## config.mk

```make
export PLATFORM = sky130hd
export DESIGN_NAME = mac_rx_reader
export DESIGN_NICKNAME = d
export VERILOG_FILES = /design/src/rtl/mac_rx_reader.sv
export SDC_FILE = /design/constraint.sdc
export NUM_CORES = 1
export LEC_CHECK = 0
export CAP_MARGIN = 25
export CORE_MARGIN = 2
export CORE_UTILIZATION = 55
export DETAILED_ROUTE_END_ITERATION = 8
export PLACE_DENSITY = 0.73
export REMOVE_ABC_BUFFERS = 1
export SETUP_SLACK_MARGIN = 0.2
export SYNTH_ARGS = -nofsm -noshare
export SYNTH_HDL_FRONTEND = slang
export SYNTH_SLANG_ARGS = --single-unit
```

## constraint.sdc

```tcl
create_clock -name mac_clk_i -period 13.23 [get_ports mac_clk_i]
set_input_delay 2.646 -clock mac_clk_i [delete_from_list [all_inputs] [get_ports mac_clk_i]]
set_output_delay 2.646 -clock mac_clk_i [all_outputs]
set_load 0.05 [all_outputs]
```

## src/rtl/mac_rx_reader.sv

```systemverilog
`default_nettype none
// ============================================================================
// Module   : mac_rx_reader
// Brief    : MAC receive-side reader feeding a FWFT FIFO and a packet stream.
// Revision : 1.0
// ============================================================================
module mac_rx_reader #(
    parameter int DEPTH     = 16,
    parameter int MAX_BYTES = 1522
) (
    input  logic        mac_clk_i,
    input  logic        mac_rst_n_i,
    input  logic [31:0] mac_rxd_i,
    input  logic [1:0]  mac_ben_i,
    input  logic        mac_rxda_i,
    input  logic        mac_rxsop_i,
    input  logic        mac_rxeop_i,
    input  logic        mac_rxdv_i,
    output logic        mac_rxrqrd_o,
    output logic [31:0] out_data_o,
    output logic [1:0]  out_ben_o,
    output logic        out_sop_o,
    output logic        out_eop_o,
    output logic        out_valid_o,
    input  logic        out_ready_i,
    output logic        pkt_done_o,
    output logic [15:0] pkt_len_o,
    output logic        pkt_err_o,
    output logic [2:0]  err_sticky_o
);

    localparam int              c_AW       = $clog2(DEPTH);
    localparam int              c_CW       = c_AW + 1;
    localparam int              c_EW       = 36;
    localparam logic [15:0]     c_MAX      = 16'(MAX_BYTES);
    localparam logic [c_CW-1:0] c_FULL     = c_CW'(DEPTH);
    localparam logic [c_CW:0]   c_RQ_LIMIT = (c_CW + 1)'(DEPTH - 1);

    localparam logic [1:0] c_ST_IDLE = 2'd0;
    localparam logic [1:0] c_ST_RECV = 2'd1;
    localparam logic [1:0] c_ST_DROP = 2'd2;

    function automatic logic [15:0] sat_add(input logic [15:0] a, input logic [15:0] b);
        logic [16:0] w_total;
        w_total = {1'b0, a} + {1'b0, b};
        return w_total[16] ? 16'hFFFF : w_total[15:0];
    endfunction

    logic [c_EW-1:0] r_mem [DEPTH];
    logic [c_AW-1:0] r_wr_ptr;
    logic [c_AW-1:0] r_rd_ptr;
    logic [c_CW-1:0] r_count;
    logic [c_CW-1:0] w_count_next;
    logic [c_CW:0]   w_rq_level;
    logic [1:0]      r_state;
    logic [1:0]      w_next_state;
    logic [15:0]     r_len;
    logic [15:0]     w_next_len;
    logic [15:0]     w_done_len;
    logic [15:0]     w_ben_bytes;
    logic [15:0]     w_start_bytes;
    logic [15:0]     w_sum;
    logic            r_rqrd;
    logic            r_rqrd_d;
    logic            r_pkt_done;
    logic            r_pkt_err;
    logic [15:0]     r_pkt_len;
    logic [2:0]      r_err_sticky;
    logic            w_valid;
    logic            w_pop;
    logic            w_full;
    logic            w_attempt;
    logic            w_push;
    logic            w_ovf;
    logic            w_done;
    logic            w_done_err;
    logic            w_trunc;
    logic [c_EW-1:0] w_entry;
    logic [c_EW-1:0] w_head;

    assign w_valid       = (r_count != '0);
    assign w_full        = (r_count == c_FULL);
    assign w_pop         = w_valid & out_ready_i;
    assign w_ben_bytes   = (mac_ben_i == 2'b00) ? 16'd4 : {14'd0, mac_ben_i};
    assign w_start_bytes = mac_rxeop_i ? w_ben_bytes : 16'd4;
    assign w_sum         = sat_add(r_len, w_start_bytes);
    assign w_entry       = {mac_rxeop_i, mac_rxsop_i, (mac_rxeop_i ? mac_ben_i : 2'b00), mac_rxd_i};
    assign w_head        = r_mem[r_rd_ptr];

    // Capture decision; words that would push the byte count past MAX_BYTES are never written.
    always_comb begin
        w_attempt    = 1'b0;
        w_ovf        = 1'b0;
        w_push       = 1'b0;
        w_trunc      = 1'b0;
        w_done       = 1'b0;
        w_done_err   = 1'b0;
        w_done_len   = r_len;
        w_next_len   = r_len;
        w_next_state = r_state;
        if (mac_rxdv_i) begin
            case (r_state)
                c_ST_IDLE: begin
                    if (mac_rxsop_i) begin
                        w_attempt    = 1'b1;
                        w_next_len   = w_start_bytes;
                        w_done_len   = w_start_bytes;
                        w_done       = mac_rxeop_i;
                        w_next_state = mac_rxeop_i ? c_ST_IDLE : c_ST_RECV;
                    end
                end
                c_ST_RECV, c_ST_DROP: begin
                    if (mac_rxsop_i) begin
                        w_trunc      = 1'b1;
                        w_done       = 1'b1;
                        w_done_err   = 1'b1;
                        w_attempt    = 1'b1;
                        w_next_len   = w_start_bytes;
                        w_next_state = mac_rxeop_i ? c_ST_IDLE : c_ST_RECV;
                    end else begin
                        w_next_len = w_sum;
                        w_done_len = w_sum;
                        w_done     = mac_rxeop_i;
                        if ((r_state == c_ST_RECV) && (w_sum <= c_MAX)) begin
                            w_attempt    = 1'b1;
                            w_next_state = mac_rxeop_i ? c_ST_IDLE : c_ST_RECV;
                        end else begin
                            w_done_err   = mac_rxeop_i;
                            w_next_state = mac_rxeop_i ? c_ST_IDLE : c_ST_DROP;
                        end
                    end
                end
                default: w_next_state = c_ST_IDLE;
            endcase
        end
        w_ovf  = w_attempt & w_full & ~w_pop;
        w_push = w_attempt & ~w_ovf;
        if (w_ovf) begin
            w_done_err   = w_done;
            w_next_state = mac_rxeop_i ? c_ST_IDLE : c_ST_DROP;
        end
    end

    assign w_count_next = r_count + {{c_AW{1'b0}}, w_push} - {{c_AW{1'b0}}, w_pop};
    // The word requested last cycle is still unaccounted for in the next count.
    assign w_rq_level   = {1'b0, w_count_next} + {{c_CW{1'b0}}, r_rqrd};

    always_ff @(posedge mac_clk_i) begin
        if (w_push) begin
            r_mem[r_wr_ptr] <= w_entry;
        end
    end

    always_ff @(posedge mac_clk_i or negedge mac_rst_n_i) begin
        if (!mac_rst_n_i) begin
            r_wr_ptr     <= '0;
            r_rd_ptr     <= '0;
            r_count      <= '0;
            r_state      <= c_ST_IDLE;
            r_len        <= '0;
            r_rqrd       <= 1'b0;
            r_rqrd_d     <= 1'b0;
            r_pkt_done   <= 1'b0;
            r_pkt_err    <= 1'b0;
            r_pkt_len    <= '0;
            r_err_sticky <= '0;
        end else begin
            if (w_push) begin
                r_wr_ptr <= r_wr_ptr + c_AW'(1);
            end
            if (w_pop) begin
                r_rd_ptr <= r_rd_ptr + c_AW'(1);
            end
            r_count      <= w_count_next;
            r_state      <= w_next_state;
            r_len        <= w_next_len;
            r_rqrd       <= mac_rxda_i & (w_rq_level <= c_RQ_LIMIT);
            r_rqrd_d     <= r_rqrd;
            r_pkt_done   <= w_done;
            r_pkt_err    <= w_done & w_done_err;
            if (w_done) begin
                r_pkt_len <= w_done_len;
            end
            r_err_sticky <= r_err_sticky | {mac_rxdv_i & ~r_rqrd_d, w_ovf, w_trunc};
        end
    end

    assign mac_rxrqrd_o = r_rqrd;
    assign out_valid_o  = w_valid;
    assign out_data_o   = w_valid ? w_head[31:0]  : 32'd0;
    assign out_ben_o    = w_valid ? w_head[33:32] : 2'd0;
    assign out_sop_o    = w_valid & w_head[34];
    assign out_eop_o    = w_valid & w_head[35];
    assign pkt_done_o   = r_pkt_done;
    assign pkt_len_o    = r_pkt_len;
    assign pkt_err_o    = r_pkt_err;
    assign err_sticky_o = r_err_sticky;

endmodule
`default_nettype wire

```

==> summary.md <==
| Metric | Value |
|---|---|
| Area grow syn2layout | `14.94%` |
| Worst EP arrival | `between 8 and 9 ns` |
| Met2 Use GR | `35.63%` |
| CTS Root Cell | `clkbuf_16` |
| Io pins | `100` |
| P_leak | `9.406 nW` |
| Largest net degree at the start of global routing | `113` |
| Worst hold path class | `reg -> reg` |
| Final setup violation count | `0` |
| Worst VDD drop | `around 180 µV` |
| Via count | `12120` |
| Fillers | `2994` |
| Final hold viol count | `0` |
| Synth Warn # | `0` |
| Clock transition at path regs | `~0.06 ns` |
| Clk pwr share | `25.8%` |
| NetSw | `around 2.1 mW` |
| Register share of total power | `between 30% and 40%` |
| Combinational power share | `about a third` |
| FP Rows | `78` |
| Syn_area_per_cell | `20.57 µm²` |
| Fraction of layout instances using a drive strength above 1 | `23.42%` |
| M3 GR Usage | `3.877%` |
| CORE AREA | `0.04528 mm²` |
| Setup_tns | `0 ns` |
| Multiplexer share of the synthesized area | `16.32%` |
| P_int | `4.315 mW` |
| Most common cell after layout, fill and taps aside | `edfxtp_1` |
| Cell taking the most area after synthesis | `edfxtp_1` |
| Wire per inst | `25.20 µm` |
| Sw Share | `between 30% and 40%` |
| Die height | `about 220 µm` |
| H-tree lvl count | `2` |
| # clock sinks | `630` |
| Number of flops mapped to enable cells by yosys | `576` |
| Tot GR Track Use | `21.76%` |
| Clk_skew | `0.02847 ns` |
| CP max FO | `26` |
| Initial antenna violation count | `0` |
| PwrDens | `222.8 mW/mm²` |
| Ant. Diodes | `0` |
| Critical path required time | `13.73 ns` |
| Max-slew violations | `0` |
| #FFs+latches synth | `630` |
| Post-CTS Setup Bufs | `0` |
| Critical path startpoint | `mac_rxeop_i` |
| Most frequent cells in the layout | `edfxtp_1, mux4_2, clkdlybuf4s50_1` |
| Starting Density | `55.59%` |
| Total Nets Final | `roughly 1400` |
| Full die area | `0.04750 mm²` |
| Achievable frequency | `around 0.13 GHz` |
| DIE WIDTH | `217.9 µm` |
| WL final | `between 50 and 60 mm` |
| Critical Path Start Type | `input pin` |
| Mapped Area | `0.02517 mm²` |
| Synth top area share | `68.71%` |
| M1 GR Usage | `30.51%` |
| Synthesized instance count | `roughly 1200` |
| Max cap viols | `0` |
| Final worst-path cycle share | `between 50 and 60%` |
| Crit end category | `flop` |
| RSZ-0062 raised after global routing | `no` |
| Most used routing layer | `met2` |
| Top cells by area, synth | `edfxtp_1, mux4_2, dfrtp_1` |
| Sequential area share after synthesis | `between 70% and 80%` |
| Status | `complete, no violations` |
| Most used DFF post-synth | `edfxtp_1` |
| TritonCTS clock tree | `done` |
| Min-delay src | `mac_rxrqrd_o` |
| Pre-antenna DRT Iters | `5` |
| R2r startpoint | `r_len[0]` |
| Hold Slack | `0.4137 ns` |
| Rel. slew slack | `between 30% and 40%` |
| Num CTS Buffers | `60` |
| Clk_lat worst skew | `around 0.63 ns` |
| Drt via density | `6.073` |
| # hold bufs at CTS | `0` |
| Synth unique cells | `63` |
| IO buf count | `99` |
| Gp weighted congestion | `0.8366` |
| Hpwl dp | `28.00 mm` |
| CTS max path bufs | `3` |
| Number of global-route vias before repair | `12780` |
| Critical path type | `in -> reg` |
| Antenna-violating nets left | `0` |
| First-pass GRT wire length | `76.77 mm` |
| Synth Area in Adders | `under 10%` |
| Compound-Gate Fraction of Synth Area | `under 10%` |
| Minimum clock period | `7.562 ns` |
| Synth Area in XOR/XNOR | `0.5517%` |
| Synth Area in Simple Gates | `4.031%` |
| Main combinational cell family by area after synthesis | `multiplexers` |
| Worst slew pin tran | `0.9998 ns` |
| Post-route DRC violation count | `0` |
| Post_cts resized | `0` |
| Total overflow reported by the global router | `0` |
| Starting DRT DRC Count | `1059` |
| Asr flop ratio synth | `8.571%` |
[cell type report]
type                            instances  area [µm²]  share of cell area, %
Clock buffer                           76        1593                  5.505
Multi-Input combinational cell        514        6240                  21.57
Clock inverter                         34       331.6                  1.146
Inverter                               18       67.56                 0.2335
Timing Repair Buffer                  124        1294                  4.471
Tap cell                              600       750.7                  2.595
Sequential cell                       630       18660                  64.48
[synth_stat cells, drive strengths merged, types with 3 or more instances]
master / instances
nor3: 5
nand3: 11
mux2i: 4
a21oi: 28
nor2: 26
a32oi: 3
inv: 17
and2: 48
o21ai: 44
nor2b: 6
o22ai: 4
buf: 21
nand4: 6
xnor2: 10
edfxtp: 576
mux4: 180
nand2: 47
a22oi: 5
xor2: 5
a22o: 4
clkbuf: 41
nor4: 5
a21o: 4
and3: 18
dfrtp: 54
o211ai: 3
ha: 18
[kinds of logic after synthesis]
group                      after synthesis
muxes                                  185
xor gates and xnor gates                15
buffers and inverters                   80
and+or+nand+nor                        185
adders and majority gates               20
DFF                                    630
AOI/OAI and AO/OA                      109
[path summary, 6_finish.rpt]
path / to / slack [ns] / cells after the start
worst max-delay path: mac_rxrqrd_o / 5.67 / 23
worst min-delay path: r_rqrd_d / 0.41 / 0
worst max register to register: mac_rxrqrd_o / 8.55 / 21
worst min register to register: r_rqrd_d / 0.41 / 0
max in group asynchronous: r_rd_ptr[0] / 10.55 / 2
min in group asynchronous: r_len[11] / 2.16 / 2
[state kept, by name, indices dropped and copies added, names as in the netlist]
signal,flops
r_count,5
r_mem,576
mac_rxrqrd_o,1
r_rqrd_d,1
pkt_err_o,1
pkt_done_o,1
r_rd_ptr,4
r_state,2
pkt_len_o,16
r_wr_ptr,4
err_sticky_o,3
r_len,16
[critical path: stages]
cell and delay [ns]:
clkdlybuf4s50_1 0.85, and2_1 0.43, ha_1 0.23, fa_1 0.46, a21oi_1 0.56, nor2_2 0.20, a21oi_1 0.29, o2111ai_1 0.20
a21oi_2 0.24, o31ai_4 0.13, or2_2 0.34, nand2_1 0.07, ha_1 0.17, inv_1 0.06, fa_1 0.43, inv_1 0.07
a21oi_1 0.06, nor2_1 0.08, nor2_1 0.06, xnor2_1 0.22, a21oi_1 0.07, mux2i_1 0.13, nor2b_1 0.06
[power by group through the flow]
stage	Clock, mW	Combinational, mW	Sequential, mW
after floorplan	0	1.62	2.68
after global placement	0	2.28	2.54
after detailed placement	0	2.30	2.55
after CTS	1.69	2.31	2.51
after global routing	1.76	2.42	2.53
final	1.67	2.28	2.50
[stage by stage]
| step | cells | utilization (%) | power (mW) | setup WS, ns | area (µm²) |
|---|---|---|---|---|---|
| floorplan | 1162 | - | 4.309 | 3.552 | 24930 |
| global placement | 1878 | 59.28 | 4.818 | 5.200 | 26840 |
| detailed placement | 1882 | 59.45 | 4.843 | 5.048 | 26920 |
| CTS | 1992 | 63.70 | 6.509 | 5.706 | 28850 |
| global route | 1996 | 63.90 | 6.708 | 5.247 | 28930 |
| finish | 1996 | 63.90 | 6.447 | 5.668 | 28930 |
[per-layer routing]
| metal | routed length [µm] | share of wire [%] |
|---|---|---|
| met5 | 0 | 0 |
| met2 | 25300 | 50 |
| met1 | 21010 | 42 |
| met3 | 2783 | 5.5 |
| met4 | 1211 | 2.4 |
Note: power is estimated with default switching activity, not from simulation.
